[config.mk]
export PLATFORM = sky130hd
export DESIGN_NAME = serial_adder_ctrl
export DESIGN_NICKNAME = d
export VERILOG_FILES = /design/src/rtl/serial_adder_ctrl_pkg.sv /design/src/rtl/full_adder.sv /design/src/rtl/serial_adder_ctrl.sv
export SDC_FILE = /design/constraint.sdc
export NUM_CORES = 1
export LEC_CHECK = 0
export CAP_MARGIN = 10
export CORE_UTILIZATION = 46
export CTS_CLUSTER_SIZE = 28
export DETAILED_ROUTE_END_ITERATION = 8
export GPL_TIMING_DRIVEN = 1
export PLACE_DENSITY = 0.82
export SLEW_MARGIN = 20
export SYNTH_ARGS = -nofsm -noshare
export SYNTH_HDL_FRONTEND = slang
export SYNTH_SLANG_ARGS = --single-unit
[constraint.sdc]
create_clock -name clk -period 1.17 [get_ports clk]
set_input_delay 0.234 -clock clk [delete_from_list [all_inputs] [get_ports clk]]
set_output_delay 0.234 -clock clk [all_outputs]
set_load 0.01 [all_outputs]
[src/rtl/serial_adder_ctrl_pkg.sv]
// -----------------------------------------------------------------------------
// serial_adder_ctrl_pkg
//   Shared definitions for the bit-serial add/subtract engine:
//     - FSM state encoding used by serial_adder_ctrl
//     - default operand width
// -----------------------------------------------------------------------------
package serial_adder_ctrl_pkg;

  // Default operand/result width of the serial engine.
  localparam int DEFAULT_WIDTH = 8;

  // Controller states. ST_DONE lasts exactly one cycle and doubles as the
  // done-pulse cycle; a start seen there chains straight into ST_RUN.
  typedef enum logic [1:0] {
    ST_IDLE = 2'd0,
    ST_RUN  = 2'd1,
    ST_DONE = 2'd2
  } state_e;

endpackage : serial_adder_ctrl_pkg

[src/rtl/full_adder.sv]
// -----------------------------------------------------------------------------
// full_adder
//   Single-bit full adder, purely combinational.
//   Ports:
//     A, B  : input  operand bits
//     Cin   : input  carry in
//     S     : output sum bit       (A ^ B ^ Cin)
//     Cout  : output carry out     (majority of A, B, Cin)
// -----------------------------------------------------------------------------
module full_adder (
  input  logic A,
  input  logic B,
  input  logic Cin,
  output logic S,
  output logic Cout
);

  logic half_sum;

  assign half_sum = A ^ B;
  assign S        = half_sum ^ Cin;
  assign Cout     = (A & B) | (Cin & half_sum);

endmodule : full_adder

[src/rtl/serial_adder_ctrl.sv]
// -----------------------------------------------------------------------------
// serial_adder_ctrl
//   Bit-serial add/subtract engine. One shared full_adder is sequenced over
//   WIDTH clock cycles, LSB first. Operands are captured on an accepted start;
//   the result is published together with a one-cycle done pulse.
//
//   Parameters:
//     WIDTH : operand/result width (>= 2)
//     CNT_W : bit-counter width, derived from WIDTH
//
//   Ports:
//     clk   : input  system clock, rising edge
//     rst   : input  synchronous active-high reset
//     start : input  request pulse, honoured only in IDLE or DONE
//     SUB   : input  0 = A+B+Cin, 1 = A-B (Cin ignored)
//     A, B  : input  operands, captured on accepted start
//     Cin   : input  carry in for add mode
//     busy  : output high while the serial operation runs
//     done  : output one-cycle pulse when S/Cout/V are updated
//     S     : output result, held between completions
//     Cout  : output final carry (SUB: 1 = no borrow)
//     V     : output signed overflow
//
//   Latency: start sampled at edge t, done high in the cycle after edge
//   t+WIDTH (WIDTH+1 cycles start-to-done).
// -----------------------------------------------------------------------------
module serial_adder_ctrl
  import serial_adder_ctrl_pkg::*;
#(
  parameter  int WIDTH = DEFAULT_WIDTH,
  localparam int CNT_W = $clog2(WIDTH + 1)
) (
  input  logic             clk,
  input  logic             rst,
  input  logic             start,
  input  logic             SUB,
  input  logic [WIDTH-1:0] A,
  input  logic [WIDTH-1:0] B,
  input  logic             Cin,
  output logic             busy,
  output logic             done,
  output logic [WIDTH-1:0] S,
  output logic             Cout,
  output logic             V
);

  localparam logic [CNT_W-1:0] LAST_BIT = CNT_W'(WIDTH - 1);
  localparam logic [CNT_W-1:0] CNT_ONE  = CNT_W'(1);

  state_e           state_q;
  logic [WIDTH-1:0] a_sh_q;
  logic [WIDTH-1:0] b_sh_q;
  logic [WIDTH-1:0] r_sh_q;
  logic             carry_q;
  logic [CNT_W-1:0] cnt_q;

  // Datapath: the single shared adder slice.
  logic             fa_sum;
  logic             fa_cout;
  logic             last_bit;
  logic [WIDTH-1:0] r_sh_d;

  full_adder u_full_adder (
    .A    (a_sh_q[0]),
    .B    (b_sh_q[0]),
    .Cin  (carry_q),
    .S    (fa_sum),
    .Cout (fa_cout)
  );

  assign last_bit = (cnt_q == LAST_BIT);

  // Sum bits enter at the MSB so that after WIDTH shifts the LSB-first
  // stream lines up as a normal binary word.
  assign r_sh_d = {fa_sum, r_sh_q[WIDTH-1:1]};

  always_ff @(posedge clk) begin
    if (rst) begin
      state_q <= ST_IDLE;
      a_sh_q  <= '0;
      b_sh_q  <= '0;
      r_sh_q  <= '0;
      carry_q <= 1'b0;
      cnt_q   <= '0;
      busy    <= 1'b0;
      done    <= 1'b0;
      S       <= '0;
      Cout    <= 1'b0;
      V       <= 1'b0;
    end else begin
      // done is a pulse: only the RUN->DONE transition raises it.
      done <= 1'b0;

      case (state_q)
        ST_IDLE, ST_DONE: begin
          if (start) begin
            // Subtraction is A + ~B + 1: invert B and force the carry in.
            a_sh_q  <= A;
            b_sh_q  <= SUB ? ~B : B;
            carry_q <= SUB ? 1'b1 : Cin;
            cnt_q   <= '0;
            busy    <= 1'b1;
            state_q <= ST_RUN;
          end else begin
            busy    <= 1'b0;
            state_q <= ST_IDLE;
          end
        end

        ST_RUN: begin
          a_sh_q  <= {1'b0, a_sh_q[WIDTH-1:1]};
          b_sh_q  <= {1'b0, b_sh_q[WIDTH-1:1]};
          r_sh_q  <= r_sh_d;
          carry_q <= fa_cout;
          cnt_q   <= cnt_q + CNT_ONE;

          if (last_bit) begin
            // On the MSB slice carry_q is the carry into the MSB, so the
            // signed overflow falls out without a separate stored flag.
            S       <= r_sh_d;
            Cout    <= fa_cout;
            V       <= carry_q ^ fa_cout;
            busy    <= 1'b0;
            done    <= 1'b1;
            state_q <= ST_DONE;
          end
        end

        default: begin
          busy    <= 1'b0;
          state_q <= ST_IDLE;
        end
      endcase
    end
  end

endmodule : serial_adder_ctrl

## Word level (Yosys, flattened, before mapping)

Index checks and enable logic that the tools add are counted.
W data, S select, Z words.

| word-level totals | value |
|---|---|
| bits in registers | 43 |
| input bits | 21 |
| output and inout bits | 12 |
| logic and storage cells | 48 |

| cells by class | value |
|---|---|
| $add $sub $neg | 1 |
| equality and inequality tests | 5 |
| mux-type cells | 17 |
| bitwise logic cells | 8 |
| reductions and logical operators | 6 |

Operator list:

| kind | number |
|---|---|
| $pmux W8 S2 | 2 |
| $mux W8 | 3 |
| $not A8 Y8 | 1 |
| $pmux W4 S2 | 1 |
| $mux W1 | 6 |
| $add A4 B1 Y4 const B | 1 |
| $eq A4 B3 Y1 const B | 1 |
| $mux W4 | 1 |
| $ne A2 B2 Y1 const B | 2 |
| $pmux W1 S2 | 2 |
| $pmux W2 S2 | 1 |
| $reduce_and A2 Y1 | 2 |
| $reduce_or A2 Y1 | 2 |
| $xor A1 B1 Y1 | 3 |
| $and A1 B1 Y1 | 2 |
| $eq A2 B1 Y1 const B | 1 |
| $eq A2 B2 Y1 const B | 1 |
| $logic_not A2 Y1 | 1 |
| $mux W2 | 1 |
| $reduce_bool A2 Y1 | 1 |
| $not A1 Y1 | 1 |
| $or A1 B1 Y1 | 1 |

## Logic depth before layout (Yosys ltp)

| logic depth | value |
|---|---|
| depth in word-level cells | 4 |
| mapped depth | 5 |
| mapped depth without buffers | 4 |

## Hierarchy

Synthesis repeated with hierarchy kept, for this count alone.

| second synthesis, totals | value |
|---|---|
| cells, all modules | 197 |
| area, all modules | 1742.9 µm² |

By module, submodules not included:

| module | instances | cells an instance | area an instance (µm²) | sequential area each (µm²) |
|---|---|---|---|---|
| serial_adder_ctrl | 1 | 196 | 1722.9 | 820.8 |
| full_adder | 1 | 1 | 20.0 | 0.0 |

## Least setup slack after synthesis

No wires, ideal clock.

| timing path | value |
|---|---|
| kind | reg2reg |
| start point | register carry_q |
| end point | register V |
| setup time | 0.091 ns |
| data arrival time | 1.149 ns |
| required time | 1.079 ns |
| path slack | -0.070 ns |
| cell stages (with the launch flop) | 4 |
| path buffers | 0 |
| period minus slack after synthesis | 1.240 ns |
| cell sequence | dfxtp_1 -> fa_1 -> xnor2_1 -> a311oi_1 |

| between the ends | value |
|---|---|
| longest elaborated chain between the ends | 3 |

RTL lines:

| what | RTL line | RTL |
|---|---|---|
| start: declaration | serial_adder_ctrl.sv:54 | `logic carry_q;` |
| start signal: assignment | serial_adder_ctrl.sv:100 | `carry_q <= SUB ? 1'b1 : Cin;` |
| start signal: assignment | serial_adder_ctrl.sv:114 | `carry_q <= fa_cout;` |
| $and A1 B1 Y1 | full_adder.sv:22 | `assign Cout = (A & B) \| (Cin & half_sum);` |
| $or A1 B1 Y1 | full_adder.sv:22 |  |
| named net fa_cout | serial_adder_ctrl.sv:59 | `logic fa_cout;` |
| $xor A1 B1 Y1 | serial_adder_ctrl.sv:122 | `V <= carry_q ^ fa_cout;` |
| end signal: assignment | serial_adder_ctrl.sv:122 |  |
| end: declaration | serial_adder_ctrl.sv:44 | `output logic V` |

The timed path passes the listed nets, and every way through them passes these cells.
A chain may end at the register's enable or synchronous reset.

## Final worst setup path

| timing path | value |
|---|---|
| start point | register cnt_q[0] |
| end point | register cnt_q[2] |

| between the ends | value |
|---|---|
| longest elaborated chain between the ends | 2 |

RTL lines:

| what | RTL line | RTL |
|---|---|---|
| start: declaration | serial_adder_ctrl.sv:55 | `logic [CNT_W-1:0] cnt_q;` |
| start signal: assignment | serial_adder_ctrl.sv:115 | `cnt_q <= cnt_q + CNT_ONE;` |
| $add A4 B1 Y4 | serial_adder_ctrl.sv:115 |  |
| $pmux W4 S2 | serial_adder_ctrl.sv:94 | `case (state_q)` |

No other way between the ends.

==> reports/metrics.cfg <==
[grt]
antenna_found_initial = 0
grt_util_all_layers_pct = 20.4
grt_pass1_wl_um = 6420
grt_pass1_vias = 1454
grt_max_degree = 30
overflow = 0

[sta]
finalMaxSlewViolations = 0
max_freq_mhz = 862
setup_viol = 0
fin_crit_ns = 1.16
finClkSkew_ns = 0.00638
hold_viol_final = 0
tightest_slew_ns = 0.238
relSlewSlack_pct = 84.0
period_share_pct = 99.1
rsz0062_at_grt = true

[finish]
antenna_cells = 0
regArea_sq_um = 827
syn_to_final_growth_pct = 38.7
drive_above_1_share_pct = 22.1
multi_input_area_sq_um = 857
fillCellCount = 280
stdcell_count = 286
nets = 264

[power_and_ir_drop]
combPwrFrac_pct = 17.6
intPower_uw = 2110
power.density_nw_per_um2 = 1180
peakVddDrop_uv = 943
p_sw_share_pct = 25.9
total_power_uw = 2840
p_leak_uw = 0.000918
p_switching_uw = 736
pwr-share-clk_pct = 29.9
seqPwrFrac_pct = 52.5

[clock_tree]
cts.clk_slew.worst_paths_ns = 0.07
cts_made_buffers = 5
clock_sink_count = 41
clock_latency_ns = 0.30
cts_max_level = 2
cts_buffer_depth = 2
clockRootBuffer = clkbuf_8
cts_tree = built

[placement]
dp.cells = 276
gp_congestion = 0.751
dp_hpwl_um = 2350
numPortBuffers = 32

[logic_synthesis]
ys_seq_area_share_pct = 47.1
synth_edf_count = 0
synth_common_cells = dfxtp_1, a21oi_1, nand3_1, nand2_1, a22oi_1
synth-simple-area-share_pct = 16.7
yosysTopAreaCell = dfxtp_1
synthMuxAreaShare_pct = 1.44
synth_compound_area_share_pct = 21.1
yosysMostFrequentCell = dfxtp_1
syn_avg_cell_area_sq_um = 8.85
synth_top_family_by_area = compound AO/OA/AOI/OAI gates
synthXorXnorAreaFrac_pct = 4.52
ys_types = 30
yosys.area.top_type_share_pct = 47.1
ys_top_cells_by_area = dfxtp_1, a21oi_1, nand3_1, a22oi_1, xor2_1
async_flop_share_pct = 0
synth_area_sq_um = 1740
yosysWarningCount = 0
synth_ff_type = dfxtp_1
yosys.area_share.adder_pct = 1.87
synth_nets = 220
synth_cells = 197
ys_ff_latch = 41

[outcome]
outcome = completed

[worst_setup_path]
path_class = flop to flop
reg2reg_slack_ns = 0.01
r2r_end = cnt_q[2]$_SDFFE_PP0P_
reg2reg_from = cnt_q[0]$_SDFFE_PP0P_
crit_family = flip-flops
r2r.worst_path.cells = 4
arrival_ns = 1.39
path_cells = ha_4, buf_4, mux2_4, a211oi_2
worst_path_largest_cell_delay_ns = 0.34
start_kind = flop
critPathSlowestCell = dfxtp_2
worst-path-stages = 4
cp.required_ns = 1.40
crit_fanout = 3
path_buf_inv = 1
end_kind = flop

[route]
finalWirelength_um = 4070
route.detailed.drc = 0
ant_nets = 0
wl_per_cell_um = 14.2
drt_iter0_markers = 101
first_pass_iters = 4
vias_per_cell = 5.53
dr_total_vias = 1583

[floorplanning]
die_x_um = 63.6
fp.coreArea_sq_um = 3470
die_y_um = 63.6
ios = 33
die_area_sq_um = 4040
rows = 21
start_util_pct = 50.3

[min_path]
whs_path_depth = 2
hold_end = r_sh_q[1]$_SDFFE_PP0P_
min_path_type = flop to flop
min_from = r_sh_q[1]$_SDFFE_PP0P_

[run]
maxCapViolations = 0

## final cells by class
cell class                      instances  area share [%]
Clock inverter                          1           0.207
Clock buffer                            5            2.85
Sequential cell                        41            34.2
Timing Repair Buffer                   57            24.9
Multi-Input combinational cell        136            35.5
Tap cell                               46            2.38
## power groups by stage
| stage | Clock [uW] | Combinational [uW] | Sequential [uW] |
|---|---|---|---|
| finish | 851 | 499 | 1490 |
| detailed placement | 0 | 426 | 1520 |
| floorplan | 0 | 256 | 1510 |
| global placement | 0 | 418 | 1510 |
| CTS | 851 | 459 | 1490 |
| global route | 921 | 538 | 1500 |
## worst max-delay path by stage
stage | from | end | slack, ns
4_1_cts | carry_q$_SDFFE_PP0P_ | V$_SDFFE_PP0P_ | -0.01
6_report | cnt_q[0]$_SDFFE_PP0P_ | cnt_q[2]$_SDFFE_PP0P_ | 0.01
3_3_place_gp | start | cnt_q[2]$_SDFFE_PP0P_ | -0.29
5_1_grt | cnt_q[1]$_SDFFE_PP0P_ | cnt_q[2]$_SDFFE_PP0P_ | -0.03
3_5_place_dp | start | cnt_q[2]$_SDFFE_PP0P_ | -0.30
2_1_floorplan | cnt_q[0]$_SDFFE_PP0P_ | V$_SDFFE_PP0P_ | 0.0007
## metrics by stage
stage               hold slack (ns)  TNS [ns]  setup slack, ns  area [sq um]  utilization (%)
finish                        0.459         0           0.0105          2420             69.7
global route                  0.495    -0.128          -0.0275          2420             69.7
CTS                           0.456   -0.0106          -0.0106          2340             67.6
detailed placement            0.447     -5.52           -0.305          2220             63.9
global placement              0.443     -4.89           -0.291          2220             63.9
floorplan                     0.370         0         0.000736          1750                -
## cell families (layout without fill, tap and decap cells)
logic type / after synthesis / in the layout
flops: 41 / 41
xor+xnor: 9 / 9
simple gates: 59 / 59
fa+ha+maj: 2 / 2
mux: 2 / 2
compound gates: 64 / 64
buf+inv: 20 / 63
## registers in the layout, indices dropped and copies added, names as in the netlist
signal   count
Cout         1
done         1
V            1
a_sh_q       8
r_sh_q       7
carry_q      1
state_q      1
busy         1
S            8
b_sh_q       8
cnt_q        4
## timing repair
action                     CTS  global route
setup buffers                1             1
gates resized for setup     22            23
setup endpoints to repair   25            38
gates cloned                 1             1
pin swaps                    3             5
hold buffers                 0             0
## placed cells by master, fill, tap and decap left out, types with 8 or more instances in the layout
| cell | count |
|---|---|
| a22oi_1 | 9 |
| dfxtp_1 | 36 |
| nand2_1 | 18 |
| o21ai_1 | 8 |
| buf_4 | 16 |
| clkdlybuf4s50_1 | 19 |
| a21oi_1 | 34 |
| nand3_1 | 27 |
| dlygate4sd2_1 | 9 |
| xor2_1 | 8 |
## worst register-to-register path, stage by stage (launching register included)
cell,delay (ns)
dfxtp_2,0.34
ha_4,0.16
buf_4,0.13
mux2_4,0.27
a211oi_2,0.20
## per-layer routing
layer / track usage (%) / up-vias / share of wire [%]
li1: - / 787 / -
met1: 24.6 / 749 / 44
met2: 33.5 / 42 / 50
met3: 5.43 / 5 / 5.0
met4: 9.66 / 0 / 1.5
met5: 0 / - / 0
(Power assumes the default switching activity.)
==> RTL edit 1, RTL diff (config.mk and constraints unchanged) <==
Encoding of `state_e`: now one-hot (3 bits for 3 states).
--- a/src/rtl/serial_adder_ctrl_pkg.sv
+++ b/src/rtl/serial_adder_ctrl_pkg.sv
@@ -11,10 +11,10 @@
 
   // Controller states. ST_DONE lasts exactly one cycle and doubles as the
   // done-pulse cycle; a start seen there chains straight into ST_RUN.
-  typedef enum logic [1:0] {
-    ST_IDLE = 2'd0,
-    ST_RUN  = 2'd1,
-    ST_DONE = 2'd2
+  typedef enum logic [2:0] {
+    ST_IDLE = 3'b001,
+    ST_RUN  = 3'b010,
+    ST_DONE = 3'b100
   } state_e;
 
 endpackage : serial_adder_ctrl_pkg
Function: same outputs for any inputs over 10 cycles, from zero or initial values and one cycle with rst high; not proved beyond that.
==> RTL edit 1 against the original RTL <==
The flow now finishes with violations (negative setup slack); critical path depth up 1; final area up 32%; synthesized area up 15%; worst setup slack worse by 300 ps; sequential cell count up 2; count of clock-buffer cells in the layout up 1; routed wire length up 77%; power up 20%; combinational power up 19%; critical endpoint is now cnt_q[3].
==> RTL edit 1: results (changes against the original RTL) <==
drt:
  avgRoutedWirePerCell_um: 20.8  # +47%
  wl_met1_mm: 2.88  # +62%
  routed-wl-met3_um: 488  # +140%
  dr_wl_met2_mm: 3.46  # +71%
  maxUsedRoutingLayer: "met4"
  vias: 2184  # +38%
  viasPerCell: 6.33  # +14%
  drtIter0Drc: 304  # +200%
pwr:
  clock_power_share_pct: 37.0  # +7.1 points
  p_switching_mw: 0.900  # +22%
  switching_share_pct: 26.4  # +0.56 points
  p_seq_mw: 1.55  # +4%
  leakage_nw: 1.18  # +28%
  irDropWorstVdd_v: 0.00102  # +8.0%
place:
  dp_slack_ps: -350  # -45.6 ps
  gp_congestion: 0.789  # +5.0%
  place_inst: 326  # +18%
  dpl_cell_area_sq_mm: 0.00260  # +17%
  io_buffers: 32  # unchanged
  dpl.hpwl_mm: 3.32  # +42%
timing:
  relSlewSlack_pct: 78.1  # -5.9 points
  tns_ps: -7830  # -7830 ps
  setup_viol: 43  # +43
  finalClockSkew_ps: 12.0  # +5.66 ps
  setup_ws_ps: -294  # -304 ps
  hold_slack_ps: 466  # +7.30 ps
yosys:
  synthTopCellsByArea: "dfxtp_1, a21oi_1, nand3_1"
  syn-num-nets: 254  # +15%
  synth_compound_area_share_pct: 23.0  # +1.9 points
  yosys-mux-area-fraction_pct: 0  # -1.4 points
  netlist_top_cells_count: "dfxtp_1, a21oi_1, nand2_1"
  synth_xor_area_share_pct: 5.17  # +0.65 points
  synthCells: 231  # +17%
  seq_area_frac_synth_pct: 42.9  # -4.2 points
  yosys.area_share.adder_pct: 1.62  # -0.25 points
  synth_cell_types: 39  # +30%
setup_path:
  arrival_ps: 1670  # +280 ps
  setup.worst_path.start: "state_q[2]"
  crit_path_end_kind: "flop"
  reg2reg_depth: 5  # +1
  cp-endpoint: "cnt_q[3]"
  crit_path_max_fanout: 8  # +5
run_status:
  violations: "negative setup slack"
  status: "complete, but fails checks"
finish:
  nNetsFinal: 317  # +20%
  fillCellCount: 241  # -14%
  layout-drive-gt1-share_pct: 44.4  # +22 points
global_route:
  grtUsageMet3_pct: 7.17  # +1.7 points
  grt_max_degree: 25  # -17%
  met2_usage_pct: 46.7  # +13 points
  grt_pass1_vias: 2005  # +38%
  grt_use_total_pct: 29.2  # +8.8 points
  grt_first_pass_wirelength_mm: 9.75  # +52%
  use_met1_pct: 36.4  # +12 points
worst_hold_path:
  worstHoldEndpoint: "S[3]"
  hp-start: "S[3]"
clocking:
  clk_pin_slew_ps: 90  # +20 ps
[RTL edit 1: changes by cell type in the layout (fill, tap and decap cells not counted), sizes merged, moves of 6 or more]
cell    before  now
a21oi       37   29
a22oi       14    0
a32oi        0    7
buf         24   47
nand2       18   25
nand3       28   22
nand4        1    7
nor2b        1   14
o211ai       0   14
[RTL edit 1: layout make-up]
class / instances / area [sq um] / area share (%)
clock buffer: 6 / 82.6 / 2.58
clock inverter: 2 / 35.0 / 1.10
inverter: 1 / 3.75 / 0.117
multi-input combinational: 164 / 1340 / 42.0
sequential: 43 / 873 / 27.3
tap: 50 / 62.6 / 1.96
timing repair buffer: 79 / 800 / 25.0
[RTL edit 1: repair_timing]
action	CTS	global route
gates cloned	5	0
buffers inserted	2	6
hold endpoints to repair	0	0
endpoints found under the setup margin	55	50
resized for setup	69	53
pin swaps	28	16
[RTL edit 1: critical path, cell delays in order, from the launching register on]
cell and delay [ps]:
dfxtp_4 370, buf_6 130, nor3b_4 260, buf_6 190, a41oi_2 130, a311oi_2 280
==> RTL edit 2, RTL diff (same flow settings) <==
Made on the original files. Change the package constant `DEFAULT_WIDTH` from 8 to 16.
--- a/src/rtl/serial_adder_ctrl_pkg.sv
+++ b/src/rtl/serial_adder_ctrl_pkg.sv
@@ -7,7 +7,7 @@
 package serial_adder_ctrl_pkg;
 
   // Default operand/result width of the serial engine.
-  localparam int DEFAULT_WIDTH = 8;
+  localparam int DEFAULT_WIDTH = 16;
 
   // Controller states. ST_DONE lasts exactly one cycle and doubles as the
   // done-pulse cycle; a start seen there chains straight into ST_RUN.
Ports: changed (resized A, B and S); port bits go from 33 to 57. The function was not compared with the original's and may differ.
==> RTL edit 2 against the original RTL <==
The run now ends with negative setup slack left; global-route usage is 0.52 points higher; worst setup slack worse by 280 ps; final area is 85% higher; synthesized area is 75% higher; combinational power is 80% higher; largest power group unchanged; first-iteration DRC count is 110% higher; critical path type unchanged; sequential cell count is 34 higher; non-clock buffer count is 41 higher; power is 120% higher; routed wire length is 100% higher; via count is 82% higher; maximum frequency is 19% lower.
==> RTL edit 2: results (changes against the original RTL) <==
run_status:
  status: "complete, but fails checks"
  violations: "negative setup slack"
yosys:
  netlist_top_cells_count: "dfxtp_1, a21oi_1, nand2_1"
  syn-num-nets: 397  # +80%
  syn_area_per_cell_sq_um: 8.56  # -3.3%
  seq_area_frac_synth_pct: 49.1  # +2.0 points
  synth_cell_types: 32  # +6.7%
  synthTopCellsByArea: "dfxtp_1, a21oi_1, nand2_1"
  yosys_warnings: 0  # unchanged
timing:
  tns_ps: -7160  # -7160 ps
  hold_slack_ps: 223  # -236 ps
  setup_viol: 67  # +67
  finalClockSkew_ps: 8.24  # +1.85 ps
  worst_slew_pin_slew_ps: 270  # +32.4 ps
  slew_viol_final: 0  # unchanged
  setup_ws_ps: -270  # -280 ps
worst_hold_path:
  hold_class: "in2reg"
drt:
  firstDrtPassIters: 4  # unchanged
  viasPerCell: 5.59  # +0.93%
  vias: 2877  # +82%
  wl_mm: 8.19  # +100%
  drtIter0Drc: 213  # +110%
clocking:
  clkLatencyLatePin_ps: 350  # +50 ps
  clk_pin_slew_ps: 80
  numCtsBuffers: 9  # +4
  cts_root_buf: "clkbuf_8"
  cts_max_level: 3  # +1
place:
  dpl_cell_area_sq_mm: 0.00384  # +73%
  gp_congestion: 0.759  # +1.1%
  io_buffers: 56  # +75%
  place_inst: 486  # +76%
  dpl.hpwl_mm: 4.49  # +92%
finish:
  nNetsFinal: 473  # +79%
  reg.largest.list: "S x16, a_sh_q x16, b_sh_q x16"
  layout-drive-gt1-share_pct: 30.8  # +8.7 points
  fillCellCount: 466  # +66%
  diodes: 0  # unchanged
global_route:
  grt_first_pass_wirelength_mm: 11.8  # +83%
  grt_pass1_vias: 2501  # +72%
  grt_use_total_pct: 20.9  # +0.52 points
  grt_max_degree: 55  # +83%
pwr:
  irDropWorstVdd_v: 0.00146  # +55%
  power.density_mw_per_mm2: 1390  # +18%
  leakage_nw: 1.65  # +80%
  switching_share_pct: 23.8  # -2.1 points
setup_path:
  arrival_ps: 1720  # +330 ps
  crit_path_max_fanout: 6  # +3
  max_stage_delay_ps: 360  # +20 ps
[RTL edit 2: changes by cell type after synthesis, sizes merged, moves of 7 or more]
cell,change
xor2,+8
nand3,+7
nand2,+50
a22oi,+15
buf,+10
a21oi,+31
o21ai,-8
dfxtp,+34
[RTL edit 2: per-layer routing]
metal | vias to the layer above | track usage, % | part of all wire, %
met5 | - | 0 | 0
met4 | 0 | 5.08 | 1.2
met3 | 13 | 6.13 | 5.1
met2 | 96 | 34.7 | 53
met1 | 1380 | 26.9 | 40
li1 | 1388 | - | -
[RTL edit 2: kinds of logic after synthesis]
logic type | Yosys count | synth area share, %
simple gates | 121 | 17.6
flops | 75 | 49.1
xor+xnor | 17 | 4.87
fa+ha+maj | 3 | 1.47
compound gates | 104 | 19.9
buf+inv | 34 | 5.81
mux | 3 | 1.19
[RTL edit 2: through the flow]
step | setup slack (ps) | total power, mW
after floorplan | -288 | 3.16
after detailed placement | -369 | 3.44
after global placement | -351 | 3.41
after global routing | -337 | 6.47
final | -270 | 6.24
after CTS | -263 | 6.03
[RTL edit 2: power groups by stage]
stage          clock (mW)  sequential, mW  combinational [mW]
2_1_floorplan           0            2.76               0.402
3_3_place_gp            0            2.77               0.638
3_5_place_dp            0            2.78               0.660
4_1_cts              2.62            2.72               0.685
5_1_grt              2.77            2.75               0.960
6_report             2.61            2.73               0.898
[RTL edit 2: timing repair]
| item | CTS | global route |
|---|---|---|
| pin swaps | 16 | 29 |
| gates cloned | 1 | 5 |
| setup buffers | 1 | 8 |
| gates resized for setup | 74 | 69 |
| endpoints found under the setup margin | 95 | 90 |
[RTL edit 2: path summary, 6_finish.rpt]
| kind | endpoint | slack, ps | startpoint | cells past startpoint |
|---|---|---|---|---|
| hold reg to reg | S[4] | 450 | S[4] | 2 |
| setup / recovery | S[14] | -270 | cnt_q[0] | 7 |
| setup reg to reg | S[14] | -270 | cnt_q[0] | 7 |
| hold / removal | busy | 220 | rst | 2 |
[RTL edit 2: area by class of cell]
type,instances,area share [%]
multi-input cells,248,35.5
well taps,77,2.15
inverters,1,0.0838
clock buffers,9,2.77
flip-flops and latches,75,33.9
repair buffers,98,22.5
clock inverters,7,3.13
[RTL edit 2: worst max-delay path: cells and delay by family, from the launching register on]
| kind | cells | cell delay [ps] |
|---|---|---|
| AOI/OAI and AO/OA | 1 | 130 |
| adders and majority gates | 2 | 260 |
| buffers and inverters | 1 | 150 |
| DFF | 1 | 360 |
| and+or+nand+nor | 3 | 470 |
